**src/rtl/pwm_generator.sv**
```systemverilog
`default_nettype none
// ============================================================================
//  Module      : pwm_generator
//  Description : Free-running PWM generator. A WIDTH-bit period counter runs
//                0 .. 2^WIDTH-2 and wraps, giving a period of 2^WIDTH-1 clock
//                cycles. The output is high while the counter is below the
//                requested duty cycle, so duty 0 is always low and duty
//                2^WIDTH-1 is always high.
//  Ports       : clk        - clock, all state updates on the rising edge
//                reset      - asynchronous active-high reset
//                duty_cycle - high time per period, in clock cycles
//                pwm_out    - registered PWM waveform
//  Revision    : 1.0 - initial release
// ============================================================================
module pwm_generator #(
    parameter int WIDTH = 8
) (
    input  logic             clk,
    input  logic             reset,
    input  logic [WIDTH-1:0] duty_cycle,
    output logic             pwm_out
);

    // Last counter value before wrapping: 2^WIDTH-2. The all-ones value is
    // never reached, so the top duty code compares true on every cycle.
    localparam logic [WIDTH-1:0] CNT_LAST = {{(WIDTH-1){1'b1}}, 1'b0};

    logic [WIDTH-1:0] cnt_q;
    logic [WIDTH-1:0] cnt_d;
    logic             pwm_q;
    logic             pwm_d;

    always_comb begin
        cnt_d = (cnt_q == CNT_LAST) ? '0 : cnt_q + 1'b1;
        // Uses the pre-edge count and the duty value sampled this edge.
        pwm_d = (cnt_q < duty_cycle);
    end

    always_ff @(posedge clk or posedge reset) begin
        if (reset) begin
            cnt_q <= '0;
            pwm_q <= 1'b0;
        end else begin
            cnt_q <= cnt_d;
            pwm_q <= pwm_d;
        end
    end

    assign pwm_out = pwm_q;

endmodule
`default_nettype wire

```
**config.mk**
```make
export PLATFORM = sky130hd
export DESIGN_NAME = pwm_generator
export DESIGN_NICKNAME = d
export VERILOG_FILES = /design/src/rtl/pwm_generator.sv
export SDC_FILE = /design/constraint.sdc
export NUM_CORES = 1
export LEC_CHECK = 0
export CORE_AREA = 4 4 41 43
export CTS_BUF_LIST = sky130_fd_sc_hd__clkbuf_4 sky130_fd_sc_hd__clkbuf_8
export CTS_CLUSTER_SIZE = 8
export DETAILED_ROUTE_END_ITERATION = 8
export DIE_AREA = 0 0 45 47
export PLACE_DENSITY = 0.74
export RECOVER_POWER = 25
export SYNTH_ARGS = -nofsm -noshare
export SYNTH_HDL_FRONTEND = slang
export SYNTH_SLANG_ARGS = --single-unit
```
**constraint.sdc**
```tcl
create_clock -name clk -period 2.5 [get_ports clk]
set_input_delay 0.5 -clock clk [delete_from_list [all_inputs] [get_ports clk]]
set_output_delay 0.5 -clock clk [all_outputs]
set_load 0.005 [all_outputs]
```
Yosys cells after proc, flatten, opt, wreduce, memory -nomap -nowiden
Index checks and enable logic that the tools add are counted.
{"block": "totals", "reg_bits": 9, "in_bits": 10, "output_inout_bits": 1, "wordCells": 6}
{"block": "classes", "add_sub_neg": 1, "magnitude_cmp": 1, "eq_ne": 1, "muxes": 1}
{"cell": "adder 8 x 1 -> 8 bit (second input constant)", "n": 1}
{"cell": "== test 8 bit (second input constant)", "n": 1}
{"cell": "< comparator 8 bit", "n": 1}
{"cell": "two-way mux 8 bit", "n": 1}

Depth between registers and ports, before layout
{"block": "depth", "depth_word": 2, "depth_mapped": 5, "ltp_nobuf": 5}

Least setup slack after synthesis
No wires, ideal clock.
{"block": "synth_timing", "path_type": "input to register", "startpoint": "in duty_cycle[7]", "endpoint": "reg pwm_q (netlist: pwm_out)", "setup_ns": 0.126, "arrival_time_ns": 1.118, "t_required_ns": 2.374, "setup_slack_ns": 1.256, "stages": 5, "path_buffers": 0, "cell_sequence": "inv_1 ha_1 nand3_1 o211ai_1 a21oi_1"}
{"block": "synth_between", "elab_chain_len": 1}
{"item": "start, declared", "line_no": "20", "text": "input logic [WIDTH-1:0] duty_cycle,"}
{"item": "< comparator 8 bit", "line_no": "36", "text": "pwm_d = (cnt_q < duty_cycle);"}
{"item": "net pwm_d", "line_no": "31", "text": "logic pwm_d;"}
{"item": "end signal, assigned", "line_no": "45", "text": "pwm_q <= pwm_d;"}
{"item": "end, declared", "line_no": "30", "text": "logic pwm_q;"}
The timed path passes the listed nets, and every way through them passes these cells.

Final worst setup path
{"block": "layout_timing", "startpoint": "reg pwm_q (netlist: pwm_out)", "endpoint": "out pwm_out"}
{"item": "end, declared", "line_no": "21", "text": "output logic pwm_out"}
No word-level cell between the ends.

==> summary.md <==
| Metric | Value |
|---|---|
| Inserted Clock Buffers | 3 |
| CP Cell Sequence | clkdlybuf4s50_1 |
| Cell area after synthesis | 604 um2 |
| Main synth FF type | dfrtp_1 |
| Syn avg cell area | 8.63 um2 |
| Final slew viol count | 0 |
| WS Path Type | flip-flop to output port |
| Worst hold path endpoint | cnt_q[0] |
| Post-DP Area | 712 um2 |
| Hold WC Path Type | flip-flop to flip-flop |
| Die span in y | 47 um |
| Buf/Inv on CP | 1 |
| Final Setup Violations | 0 |
| Mux share of post-synthesis cell area | 0 |
| Min-Delay Startpoint | cnt_q[0] |
| Syn nets | 89 |
| Vias/cell | 5.33 |
| First-pass GRT wire length | 1.96 mm |
| Setup Fix Bufs, Post-CTS | 0 |
| RD Place Congestion | 0.750 |
| Port bufs | 10 |
| R2r setup slk | 1.18 ns |
| Post-DP HPWL | 893 um |
| Final period util | 0.630 |
| Critical path arrival | 1.07 ns |
| DRC | 0 |
| Largest net degree at the start of global routing | 10 |
| Clk_skew | 0.00935 ns |
| Clock latency on the worst-skew pair | 0.26 ns |
| Seq. cell area | 225 um2 |
| Post-CTS Hold Buffers | 0 |
| Worst rel slew slack | 0.763 |
| Via count | 522 |
| Combinational family with the most area after synthesis | simple AND/OR/NAND/NOR gates |
| CTS sink count | 9 |
| Worst Setup End Kind | output port |
| Setup_tns | 0 ns |
| Initial Util | 0.464 |
| Adder-cell area share of the yosys netlist | 0.186 |
| Initial antenna violation count | 0 |
| GRT overflow | 0 |
| Synth unique cells | 17 |
| Iter 0 DRT Violations | 2 |
| Number of global-route vias before repair | 476 |
| CTS max path bufs | 2 |
| P_leak | 0.352 nW |
| Maximum net fanout on the critical path | 1 |
| Sequential share of the synthesized area | 0.373 |
| Power per Cell Area | 406 nW/um2 |
| Result of the run | completed |
| Total power | 0.301 mW |
| Final Core Density | 0.570 |
| RSZ-0062 raised after global routing | no |
| Fillers | 132 |
| Synth Register Bits | 9 |
| CP max-delay cell | clkdlybuf4s50_1 |
| Nets | 103 |
| Worst vdd ir | 0.304 mV |
| Setup crit start kind | flip-flop |
| Gate Count Post-Synth | 70 |
| Footprint of the multi-input gates | 323 um2 |
| Hold Path Cell Cnt | 1 |
| CTS tree | built |
| Post-Synth XOR/XNOR Area | 0.0435 |
| Design area | 742 um2 |
| Final Hold Fails | 0 |
| Max Cap Violations | 0 |
| Synth Area in Compound Gates | 0.104 |
| CP top delay family | buffers and inverters |
| Tot GR Track Use | 0.133 |
| YS warnings | 0 |
| # rows | 13 |
| Core Region | 1300 um2 |
| Worst r2r path cells | 5 |
| Minimum clock period | 1.57 ns |
| Crit path largest cell delay | 0.49 ns |
| Area Overhead vs Synth | 22.8% |
| Reg-to-Reg End | cnt_q[2] |
| Max H-tree Level | 1 |
| # IOs | 11 |
| Simple-Gate Fraction of Synth Area | 0.201 |
| Async SR Flop Fraction | 1.00 |
| CP required | 2.00 ns |
| Routed Wire Length | 1.14 mm |
| Tightest Pin Transition | 0.356 ns |
| Layout cell share with drive strength beyond 1 | 0.0723 |
| TritonRoute pass-1 iters | 4 |
| Root buf cell | clkbuf_4 |
| DRT antenna net count | 0 |
| Routed len/inst | 11.6 um |
| Die area | 2120 um2 |
| Diodes inserted | 0 |
| Final hold slack | 0.549 ns |
| Clk pin slew, worst setup/hold paths | 0.07 ns |
| EDFF count, synth | 0 |
| Die Width | 45 um |
| Achievable frequency | 635 MHz |
| Reg-to-reg critical path startpoint | cnt_q[0] |
| Post-CTS resize count | 0 |
==> per-layer routing <==
metal	GRT usage	vias to the layer above	part of all wire
met2	0.203	6	0.48
met1	0.159	253	0.46
li1	-	261	-
met5	0	-	0
met3	0.0460	2	0.047
met4	0.0877	0	0.0088
==> through the flow <==
step           cells  setup WS (ns)
4_1_cts           98          0.913
5_1_grt           98          0.883
3_3_place_gp      94          0.757
6_report          98          0.926
3_5_place_dp      94          0.731
2_1_floorplan     70           1.26
==> registers in the layout (all words and copies together), names as in the netlist <==
| register | flops |
|---|---|
| cnt_q | 8 |
| pwm_out | 1 |
==> cell families after synthesis <==
kind of cell / after synthesis
xor gates and xnor gates: 3
DFF: 9
and+or+nand+nor: 24
buffers and inverters: 13
AOI/OAI and AO/OA: 12
adders and majority gates: 9
==> synthesized netlist by cell type (2+ instances only) <==
library cell | count | share of area
nor2_1 | 7 | 0.043
nand2_1 | 4 | 0.025
a21oi_1 | 7 | 0.058
nand4_1 | 2 | 0.021
o21ai_0 | 4 | 0.033
or3_1 | 3 | 0.031
ha_1 | 9 | 0.19
xnor2_1 | 2 | 0.029
dfrtp_1 | 9 | 0.37
nand3_1 | 5 | 0.041
inv_1 | 12 | 0.075
==> worst max path at each step <==
| stage | slack (ns) | cells after the start | from | endpoint |
|---|---|---|---|---|
| after global routing | 0.88 | 1 | pwm_out | pwm_out |
| after global placement | 0.76 | 6 | duty_cycle[7] | pwm_out |
| after CTS | 0.91 | 1 | pwm_out | pwm_out |
| after floorplan | 1.26 | 5 | duty_cycle[7] | pwm_out |
| final | 0.93 | 1 | pwm_out | pwm_out |
| after detailed placement | 0.73 | 6 | duty_cycle[7] | pwm_out |
==> layout make-up <==
class,count,area share
Multi-Input combinational cell,48,0.435
Sequential cell,9,0.304
Timing Repair Buffer,10,0.135
Inverter,12,0.0607
Clock buffer,4,0.0405
Tap cell,15,0.0253
==> cell usage in the layout, fill, tap and decap left out, drive strengths merged <==
master         instances
ha                     9
a21oi                  7
nand4                  2
o211ai                 1
nand2                  4
dfrtp                  9
xnor2                  2
o21ai                  4
inv                   12
dlygate4sd3            1
clkdlybuf4s50          9
xor2                   1
nor2b                  1
clkbuf                 4
or3                    3
nand3                  6
and3                   1
nor2                   7
==> power by group <==
| group | leakage [nW] | internal, mW | switching, mW |
|---|---|---|---|
| clock | 0.0184 | 0.0723 | 0.0512 |
| sequential | 0.107 | 0.147 | 0.000227 |
| combinational | 0.227 | 0.0189 | 0.0118 |
Note: power is estimated with default switching activity, not from simulation.
